--- src/rtl/sys_ctrl_pkg.sv ---
// Shared definitions for the system-controller receive path: command opcodes,
// operand register addresses, FSM state encoding and state-group helpers.
// No logic, no latency, no backpressure.
package sys_ctrl_pkg;

    // Command opcodes (first byte of every command)
    localparam logic [7:0] CMD_WR      = 8'hAA;
    localparam logic [7:0] CMD_RD      = 8'hBB;
    localparam logic [7:0] CMD_ALU_OP  = 8'hCC;
    localparam logic [7:0] CMD_ALU_NOP = 8'hDD;

    // Register file slots that hold the ALU operands
    localparam int unsigned OPA_ADDR = 0;
    localparam int unsigned OPB_ADDR = 1;

    typedef enum logic [3:0] {
        ST_IDLE,
        ST_WR_ADDR,
        ST_WR_DATA,
        ST_RD_ADDR,
        ST_RD_ISSUE,
        ST_RD_WAIT,
        ST_ALU_A,
        ST_ALU_B,
        ST_ALU_FUN,
        ST_ALU_ISSUE,
        ST_ALU_WAIT
    } state_t;

    // States in which the FSM is waiting for the next byte of a command
    function automatic logic in_frame(input state_t s);
        return s inside {ST_WR_ADDR, ST_WR_DATA, ST_RD_ADDR,
                         ST_ALU_A, ST_ALU_B, ST_ALU_FUN};
    endfunction

    // States in which the FSM is waiting for read data or an ALU result
    function automatic logic in_rsp_wait(input state_t s);
        return s inside {ST_RD_WAIT, ST_ALU_WAIT};
    endfunction

endpackage

--- src/rtl/sys_ctrl_tmr.sv ---
// Loadable down-counter raising a one-cycle expire after TMO running cycles.
// Latency: expire is combinational from the count; load has priority over run.
// Backpressure: none; run simply pauses the count when low.
// Ports: CLK, rst_n       clock and async active-low reset (count cleared)
//        load            reload the count to TMO (suppresses expire)
//        run             decrement while non-zero
//        expire          high in the TMO-th running cycle after a load
module sys_ctrl_tmr #(
    parameter int unsigned TMO = 64
) (
    input  logic CLK,
    input  logic rst_n,
    input  logic load,
    input  logic run,
    output logic expire
);

    localparam int unsigned CW = $clog2(TMO + 1);

    logic [CW-1:0] cnt;

    always_ff @(posedge CLK or negedge rst_n) begin
        if (!rst_n) begin
            cnt <= '0;
        end else if (load) begin
            cnt <= CW'(TMO);
        end else if (run && (cnt != '0)) begin
            cnt <= cnt - CW'(1);
        end
    end

    // Fires on the cycle the count would reach zero; stays quiet at zero so
    // a stalled counter cannot fire twice.
    assign expire = run && !load && (cnt == CW'(1));

endmodule

--- src/rtl/sys_ctrl_rx.sv ---
// Receive-side command decoder: parses UART command frames into register-file
// and ALU strobes and forwards read data / ALU results as one response pulse.
// Latency: every strobe is registered, one cycle after the triggering input.
// Backpressure: RSP_BUSY holds the FSM in the ISSUE states (untimed); no input stall.
// Ports: CLK/rst_n clock + async reset; RX_P_DATA/RX_D_VLD/RX_ERR received bytes;
//        WrEn/RdEn/Address/WrData/RdData/RdData_VLD register file side;
//        ALU_EN/ALU_FUN/CLK_GATE_EN/ALU_OUT/ALU_OUT_VLD ALU side;
//        RSP_BUSY/RSP_VLD/RSP_DATA/RSP_TYPE response to TX controller; CMD_ERR abort pulse.
module sys_ctrl_rx
    import sys_ctrl_pkg::*;
#(
    parameter int unsigned DATA_W    = 8,
    parameter int unsigned ADDR_W    = 4,
    parameter int unsigned ALU_OUT_W = 16,
    parameter int unsigned FRAME_TMO = 4096,
    parameter int unsigned RSP_TMO   = 64
) (
    input  logic                 CLK,
    input  logic                 rst_n,
    input  logic [DATA_W-1:0]    RX_P_DATA,
    input  logic                 RX_D_VLD,
    input  logic                 RX_ERR,
    output logic                 WrEn,
    output logic                 RdEn,
    output logic [ADDR_W-1:0]    Address,
    output logic [DATA_W-1:0]    WrData,
    input  logic [DATA_W-1:0]    RdData,
    input  logic                 RdData_VLD,
    output logic                 ALU_EN,
    output logic [3:0]           ALU_FUN,
    output logic                 CLK_GATE_EN,
    input  logic [ALU_OUT_W-1:0] ALU_OUT,
    input  logic                 ALU_OUT_VLD,
    input  logic                 RSP_BUSY,
    output logic                 RSP_VLD,
    output logic [ALU_OUT_W-1:0] RSP_DATA,
    output logic                 RSP_TYPE,
    output logic                 CMD_ERR
);

    state_t state;
    logic   frm_exp;
    logic   rsp_exp;
    logic   addr_bad;
    logic   abort;

    // Frame timer restarts on every byte and idles outside frame states.
    sys_ctrl_tmr #(.TMO(FRAME_TMO)) u_frm_tmr (
        .CLK    (CLK),
        .rst_n  (rst_n),
        .load   (RX_D_VLD || !in_frame(state)),
        .run    (in_frame(state)),
        .expire (frm_exp)
    );

    // Response timer only counts while a read/ALU result is outstanding.
    sys_ctrl_tmr #(.TMO(RSP_TMO)) u_rsp_tmr (
        .CLK    (CLK),
        .rst_n  (rst_n),
        .load   (!in_rsp_wait(state)),
        .run    (in_rsp_wait(state)),
        .expire (rsp_exp)
    );

    // An address byte must fit the register file; any upper bit set is illegal.
    assign addr_bad = |RX_P_DATA[DATA_W-1:ADDR_W];

    // All abort causes in one place. A result arriving on the timeout cycle
    // wins over the timeout.
    always_comb begin
        abort = 1'b0;
        if (RX_D_VLD && RX_ERR) begin
            abort = 1'b1;
        end else begin
            case (state)
                ST_WR_ADDR, ST_RD_ADDR:
                    abort = RX_D_VLD ? addr_bad : frm_exp;
                ST_WR_DATA, ST_ALU_A, ST_ALU_B, ST_ALU_FUN:
                    abort = frm_exp;
                ST_RD_WAIT:
                    abort = rsp_exp && !RdData_VLD;
                ST_ALU_WAIT:
                    abort = rsp_exp && !ALU_OUT_VLD;
                default:
                    abort = 1'b0;
            endcase
        end
    end

    always_ff @(posedge CLK or negedge rst_n) begin
        if (!rst_n) begin
            state       <= ST_IDLE;
            WrEn        <= 1'b0;
            RdEn        <= 1'b0;
            Address     <= '0;
            WrData      <= '0;
            ALU_EN      <= 1'b0;
            ALU_FUN     <= '0;
            CLK_GATE_EN <= 1'b0;
            RSP_VLD     <= 1'b0;
            RSP_DATA    <= '0;
            RSP_TYPE    <= 1'b0;
            CMD_ERR     <= 1'b0;
        end else begin
            WrEn    <= 1'b0;
            RdEn    <= 1'b0;
            ALU_EN  <= 1'b0;
            RSP_VLD <= 1'b0;
            CMD_ERR <= 1'b0;

            if (abort) begin
                state       <= ST_IDLE;
                CLK_GATE_EN <= 1'b0;
                CMD_ERR     <= 1'b1;
            end else begin
                case (state)
                    ST_IDLE: begin
                        if (RX_D_VLD) begin
                            case (RX_P_DATA)
                                CMD_WR:      state <= ST_WR_ADDR;
                                CMD_RD:      state <= ST_RD_ADDR;
                                CMD_ALU_OP:  state <= ST_ALU_A;
                                CMD_ALU_NOP: state <= ST_ALU_FUN;
                                default:     CMD_ERR <= 1'b1;
                            endcase
                        end
                    end
                    ST_WR_ADDR: begin
                        if (RX_D_VLD) begin
                            Address <= RX_P_DATA[ADDR_W-1:0];
                            state   <= ST_WR_DATA;
                        end
                    end
                    ST_WR_DATA: begin
                        if (RX_D_VLD) begin
                            WrData <= RX_P_DATA;
                            WrEn   <= 1'b1;
                            state  <= ST_IDLE;
                        end
                    end
                    ST_RD_ADDR: begin
                        if (RX_D_VLD) begin
                            Address <= RX_P_DATA[ADDR_W-1:0];
                            state   <= ST_RD_ISSUE;
                        end
                    end
                    ST_ALU_A: begin
                        if (RX_D_VLD) begin
                            Address <= ADDR_W'(OPA_ADDR);
                            WrData  <= RX_P_DATA;
                            WrEn    <= 1'b1;
                            state   <= ST_ALU_B;
                        end
                    end
                    ST_ALU_B: begin
                        if (RX_D_VLD) begin
                            Address <= ADDR_W'(OPB_ADDR);
                            WrData  <= RX_P_DATA;
                            WrEn    <= 1'b1;
                            state   <= ST_ALU_FUN;
                        end
                    end
                    ST_ALU_FUN: begin
                        if (RX_D_VLD) begin
                            ALU_FUN     <= RX_P_DATA[3:0];
                            CLK_GATE_EN <= 1'b1;
                            state       <= ST_ALU_ISSUE;
                        end
                    end
                    // In ISSUE/WAIT a stray byte is dropped and flagged, but the
                    // command in flight carries on.
                    ST_RD_ISSUE: begin
                        if (RX_D_VLD) CMD_ERR <= 1'b1;
                        if (!RSP_BUSY) begin
                            RdEn  <= 1'b1;
                            state <= ST_RD_WAIT;
                        end
                    end
                    ST_ALU_ISSUE: begin
                        if (RX_D_VLD) CMD_ERR <= 1'b1;
                        if (!RSP_BUSY) begin
                            ALU_EN <= 1'b1;
                            state  <= ST_ALU_WAIT;
                        end
                    end
                    ST_RD_WAIT: begin
                        if (RX_D_VLD) CMD_ERR <= 1'b1;
                        if (RdData_VLD) begin
                            RSP_DATA <= ALU_OUT_W'(RdData);
                            RSP_TYPE <= 1'b0;
                            RSP_VLD  <= 1'b1;
                            state    <= ST_IDLE;
                        end
                    end
                    ST_ALU_WAIT: begin
                        if (RX_D_VLD) CMD_ERR <= 1'b1;
                        if (ALU_OUT_VLD) begin
                            RSP_DATA    <= ALU_OUT;
                            RSP_TYPE    <= 1'b1;
                            RSP_VLD     <= 1'b1;
                            CLK_GATE_EN <= 1'b0;
                            state       <= ST_IDLE;
                        end
                    end
                    default: state <= ST_IDLE;
                endcase
            end
        end
    end

endmodule

--- config.mk ---
export PLATFORM = sky130hd
export DESIGN_NAME = sys_ctrl_rx
export DESIGN_NICKNAME = d
export VERILOG_FILES = /design/src/rtl/sys_ctrl_pkg.sv /design/src/rtl/sys_ctrl_tmr.sv /design/src/rtl/sys_ctrl_rx.sv
export SDC_FILE = /design/constraint.sdc
export NUM_CORES = 1
export LEC_CHECK = 0
export ABC_CLOCK_PERIOD_IN_PS = 2250
export CORE_MARGIN = 4
export CORE_UTILIZATION = 35
export CTS_CLUSTER_SIZE = 40
export DETAILED_ROUTE_END_ITERATION = 12
export GPL_ROUTABILITY_DRIVEN = 0
export GPL_TIMING_DRIVEN = 0
export PLACE_DENSITY = 0.6
export SYNTH_ARGS = -nofsm -noshare
export SYNTH_HDL_FRONTEND = slang
export SYNTH_SLANG_ARGS = --single-unit
--- constraint.sdc ---
create_clock -name CLK -period 2.25 [get_ports CLK]
set_input_delay 0.225 -clock CLK [delete_from_list [all_inputs] [get_ports CLK]]
set_output_delay 0.225 -clock CLK [all_outputs]
set_load 0.02 [all_outputs]
# Word level (Yosys, flattened, before mapping)
# Cells that the tools add are included.
word_totals:
  regBits: 63
  in_bits: 39
classes:
  bitwise_logic: 1
  mux: 50
  addsub: 2
  eq_ne: 34
  n_reduce_logical: 33
ops:
  columns: ["cell", "count"]
  rows:
  - ["2-to-1 mux 4 bit", 14]
  - ["one-hot mux 4 bit (11 select lines)", 1]
  - ["inequality test 3 bit (second input constant)", 11]
  - ["equality test 8 bit (second input constant)", 4]
  - ["2-to-1 mux 16 bit", 2]
  - ["one-hot mux 16 bit (2 select lines)", 1]
  - ["2-to-1 mux 13 bit", 2]
  - ["2-to-1 mux 1 bit", 21]
  - ["equality test 4 x 3 -> 1 bit (second input constant)", 4]
  - ["one-hot mux 4 bit (4 select lines)", 1]
  - ["OR reduction 4 bit", 4]
  - ["2-to-1 mux 7 bit", 2]
  - ["equality test 13 x 1 -> 1 bit (second input constant)", 1]
  - ["nonzero test 13 bit", 1]
  - ["subtractor 13 x 1 -> 13 bit (second input constant)", 1]
  - ["equality test 4 bit (second input constant)", 3]
  - ["one-hot mux 4 bit (3 select lines)", 1]
  - ["AND reduction 12 bit", 1]
  - ["inequality test 2 bit (second input constant)", 5]
  - ["AND reduction 3 bit", 3]
  - ["equality test 4 x 2 -> 1 bit (second input constant)", 2]
  - ["logical AND 1 bit", 8]
  - ["one-hot mux 1 bit (2 select lines)", 4]
  - ["equality test 7 x 1 -> 1 bit (second input constant)", 1]
  - ["17 further kinds", 22]

# Logic depth before layout (Yosys ltp)
depth:
  word_depth: 12
  ltp_mapped: 7

# Hierarchy
# Synthesis repeated with hierarchy kept, for this count alone.
hier_totals:
  hier_cells: 341
  area_unflattened_um2: 3440.8
modules_own_cells:
  columns: ["module", "area_each_um2", "n_inst", "cells_per_inst"]
  rows:
  - ["sys_ctrl_rx", 2202.1, 1, 205]
  - ["sys_ctrl_tmr (u_frm_tmr)", 773.2, 1, 86]
  - ["sys_ctrl_tmr (u_rsp_tmr)", 465.4, 1, 50]

# Worst setup path before layout
# Ideal clock, no wire load.
synth_timing:
  path_type: "register to register"
  from: "register state[3]"
  to: "register WrData[0]"
  synth_period_minus_slack_ps: 2024
  setup_time_ps: 125
  stages_incl_launch_ff: 7
  setup_slack_ps: 226
  arrival_time_ps: 1899
  n_path_buf: 1
  path_cell_list: "dfrtp_1 nor4bb_1 clkbuf_1 a22o_1 a211o_1 nor3_4 mux2_2"
synth_between:
  elab_chain_cells: 12
  word_cells_on_any_way: 26
  classes_between: "eq/ne: 8; mux: 3; bitwise: 1; reduce/logical: 14"
synth_rtl:
  columns: ["element", "line", "rtl"]
  rows:
  - ["start, declared", "sys_ctrl_rx.sv:41", "state_t state;"]
  - ["start signal, assigned", "sys_ctrl_rx.sv:92", "state <= ST_IDLE;"]
  - ["start signal, assigned", "sys_ctrl_rx.sv:112", "state <= ST_IDLE;"]
  - ["start signal, assigned", "sys_ctrl_rx.sv:120", "CMD_WR: state <= ST_WR_ADDR;"]
  - ["equality test 4 x 1 -> 1 bit, or another cell as far along", "sys_ctrl_pkg.sv:32, sys_ctrl_rx.sv:75", null]
  - ["nonzero test 6 bit", "sys_ctrl_pkg.sv:32", "return s inside {ST_WR_ADDR, ST_WR_DATA, ST_RD_ADDR,"]
  - ["logical NOT 1 bit", "sys_ctrl_rx.sv:51", ".load (RX_D_VLD || !in_frame(state)),"]
  - ["logical OR 1 bit", "sys_ctrl_rx.sv:51", null]
  - ["logical NOT 1 bit", "sys_ctrl_tmr.sv:34", "assign expire = run && !load && (cnt == CW'(1));"]
  - ["logical AND 1 bit (2 in series)", "sys_ctrl_tmr.sv:34", null]
  - ["2-to-1 mux 1 bit", "sys_ctrl_rx.sv:77", "abort = RX_D_VLD ? addr_bad : frm_exp;"]
  - ["one-hot mux 1 bit (4 select lines)", "sys_ctrl_rx.sv:75", "case (state)"]
  - ["2-to-1 mux 1 bit", "sys_ctrl_rx.sv:72", "if (RX_D_VLD && RX_ERR) begin"]
  - ["inverter 1 bit (no source line)", null, null]
  - ["AND reduction 3 bit (no source line) (*)", null, null]
  - ["end signal, assigned", "sys_ctrl_rx.sv:96", "WrData <= '0;"]
  - ["end signal, assigned", "sys_ctrl_rx.sv:136", "WrData <= RX_P_DATA;"]
  - ["end signal, assigned", "sys_ctrl_rx.sv:150", "WrData <= RX_P_DATA;"]
  - ["end, declared", "sys_ctrl_rx.sv:26", "output logic [DATA_W-1:0] WrData,"]
# Mark *: on every way between the ends. The rest lies on a longest branch, timed or not.
# A chain may end at the register's enable or synchronous reset.

# Worst setup path in the final report
layout_timing:
  from: "register state[3]"
  to: "register WrData[2]"
# The elaborated chain is that of the path after synthesis.

==> flow_metrics.py <==
metrics = {
    "clock_network": {
        "cts_tree": "done",
        "cts_buffers": 9,
        "clock_path_buffers": 2,
        "clock_tree.root_cell": "clkbuf_8",
        "worstSkewPairLatency_ns": 0.34,
        "clkTransAtPathRegs_ns": 0.07,
        "cts.sinks": 63,
        "htree_levels": 3,
    },
    "detailed_routing": {
        "wl_per_cell_microns": 14.25,
        "ant_nets": 0,
        "first_iter_violations": 100,
        "drc": 0,
        "viasPerCell": 5.133,
        "vias": 2659,
        "wl_microns": 7383,
        "drt_first_pass_iters": 4,
    },
    "timing": {
        "post-route-period-util_pct": 95.26,
        "setup_tns_ns": 0,
        "finalHoldViolCount": 0,
        "rsz0062_at_grt": "false",
        "clock-skew-final_ns": 0.01037,
        "fmax_mhz": 466.6,
        "min_period_ns": 2.143,
        "final-max-slew-violation-count": 0,
        "setup_viol": 0,
        "slew_headroom_pct": 47.84,
        "worst_slew_pin_slew_ns": 0.7823,
    },
    "placed_design": {
        "io_buffers": 77,
        "dp_hpwl_microns": 5431,
    },
    "synthesis": {
        "ys_ff_latch": 63,
        "async_flop_share_pct": 100.0,
        "yosys-top-cells-count": "dfrtp_1 (63), nor2_1 (35), inv_1 (24), a21oi_1 (20)",
        "synthFlopType": "dfrtp_1",
        "synth_area_per_cell_sq_um": 10.03,
        "synth_nets": 361,
        "synth_top_area_cell": "dfrtp_1",
        "yosysWarningCount": 0,
        "synth_most_common_cell": "dfrtp_1",
        "synth_edf_count": 0,
        "synth_cell_types": 58,
        "synth_seq_area_share_pct": 49.74,
        "netlist_area_sq_mm": 0.003169,
        "synth_top_area_share_pct": 49.74,
        "synth_area_leaders": "dfrtp_1 (50%), mux2_2 (4.3%), nor2_1 (4.1%)",
        "synth_cells": 316,
    },
    "floorplan": {
        "die-area_sq_mm": 0.01064,
        "coreArea_sq_mm": 0.008763,
        "boundaryPins": 78,
        "rows": 34,
        "die_h_microns": 103.2,
        "start_util_pct": 36.17,
        "dieWidth_microns": 103.2,
    },
    "critical_path": {
        "critPathArrivalTime_ns": 2.36,
        "required_ns": 2.47,
        "worstSetupPathType": "reg -> reg",
        "worstSetupEndpointType": "register",
        "crit_fanout": 9,
        "startpoint_type": "register",
    },
    "cells_and_area": {
        "drive_gt1_share_pct": 11.95,
        "fillerInstances": 836,
        "syn_to_final_growth_pct": 37.27,
        "fin_nets": 451,
        "diodes": 0,
    },
    "global_routing": {
        "grtUsageTotal_pct": 14.53,
        "antenna_found_initial": 0,
        "grt_pass1_wl_microns": 12110,
        "grt_max_degree": 64,
        "grt_pass1_vias": 2585,
        "overflow": 0,
    },
    "worst_hold_path": {
        "hold_class": "in -> reg",
    },
    "power": {
        "p_leak_nw": 1.860,
        "finalPower_mw": 5.904,
        "power_density_mw_per_mm2": 1357,
        "vdd_drop_max_uv": 530.2,
    },
    "run": {
        "maxCapViolCount": 0,
    },
    "status": {
        "outcome": "finished, final reports clean",
    },
}
[per-stage QoR]
stage | utilization [%] | hold slack [ns] | std cells | worst slack, ns | cell area, sq um
floorplan | - | -0.07059 | 316 | 0.2257 | 3169
global placement | 46.50 | 0.4808 | 501 | -1.175 | 4075
detailed placement | 46.47 | 0.3669 | 501 | -0.4212 | 4073
CTS | 49.39 | 0.4542 | 518 | 0.008111 | 4328
global route | 49.64 | 0.4780 | 518 | 0.005997 | 4350
finish | 49.64 | 0.4684 | 518 | 0.1067 | 4350
[worst paths after layout]
kind	startpoint	end	slack (ns)	cells past startpoint
min in group asynchronous	rst_n	u_rsp_tmr.cnt[3]	0.51	2
max in group asynchronous	rst_n	u_frm_tmr.cnt[9]	1.21	2
setup reg to reg	state[3]	WrData[2]	0.11	7
hold / removal	ALU_OUT[8]	RSP_DATA[8]	0.47	3
setup / recovery	state[3]	WrData[2]	0.11	7
hold reg to reg	WrData[6]	WrData[6]	0.50	1
[metal layers]
| metal | vias up | GRT usage, % | wire (microns) |
|---|---|---|---|
| met5 | - | 0 | 0 |
| li1 | 1316 | - | - |
| met2 | 69 | 23.04 | 3509 |
| met3 | 8 | 4.601 | 468 |
| met4 | 0 | 5.179 | 90 |
| met1 | 1266 | 18.72 | 3315 |
[placed cells by master (no fill, tap or decap), types with 4 or more instances in the layout]
cell type	instances
a211oi_1	5
a21oi_1	20
clkbuf_1	6
clkbuf_2	5
clkbuf_8	11
clkdlybuf4s50_1	76
dfrtp_1	63
ha_1	6
inv_1	24
mux2_2	12
mux2i_1	9
nand2_1	11
nand3_1	12
nor2_1	34
nor3_1	11
nor4_1	7
o21ai_0	12
o22ai_1	4
or2_2	4
xor2_1	9
[worst max-delay path, stage by stage (launching register included)]
cell,delay (ns)
dfrtp_1,0.43
nor4bb_1,0.16
clkbuf_2,0.15
a22o_4,0.28
a211o_4,0.36
nor3_4,0.15
buf_12,0.15
mux2_2,0.33
[area by class of cell]
type | count | area (sq um) | area share [%]
sequential | 63 | 1577 | 36.24
multi-input combinational | 218 | 1501 | 34.51
timing repair buffer | 79 | 798.3 | 18.35
clock buffer | 12 | 155.1 | 3.566
tap | 108 | 135.1 | 3.106
inverter | 24 | 90.09 | 2.071
buffer | 11 | 51.30 | 1.179
clock inverter | 3 | 42.54 | 0.9779
[cells by family after synthesis]
family / count (synthesis) / synth area share [%]
fa+ha+maj: 6 / 2.369
compound gates: 68 / 14.13
xor+xnor: 12 / 3.317
simple gates: 110 / 18.79
mux: 22 / 7.462
flops: 63 / 49.74
buf+inv: 35 / 4.185
[flip-flops by register name, summed over array words and instances, names as in the netlist]
| signal | count |
|---|---|
| u_frm_tmr.cnt | 13 |
| WrData | 8 |
| ALU_EN | 1 |
| CLK_GATE_EN | 1 |
| RSP_TYPE | 1 |
| RSP_VLD | 1 |
| RSP_DATA | 16 |
| u_rsp_tmr.cnt | 7 |
| Address | 4 |
| CMD_ERR | 1 |
| state | 4 |
| ALU_FUN | 4 |
| WrEn | 1 |
| RdEn | 1 |
[power by group]
group / internal, mW / total, mW / leakage (nW) / switching (mW)
Clock: 0.565 / 0.995 / 0.0985 / 0.430
Sequential: 1.60 / 1.92 / 0.795 / 0.322
Combinational: 1.41 / 2.99 / 0.967 / 1.58
[repair_timing]
item                                   in CTS  in global routing
hold buffers                                1                  0
setup endpoints to repair                  24                 27
buffers inserted                            1                  0
endpoints found under the hold margin       7                  0
pin swaps                                   2                  1
gates cloned                                0                  0
resized for setup                           4                 11
No activity file was read; power rests on OpenSTA's default activity.
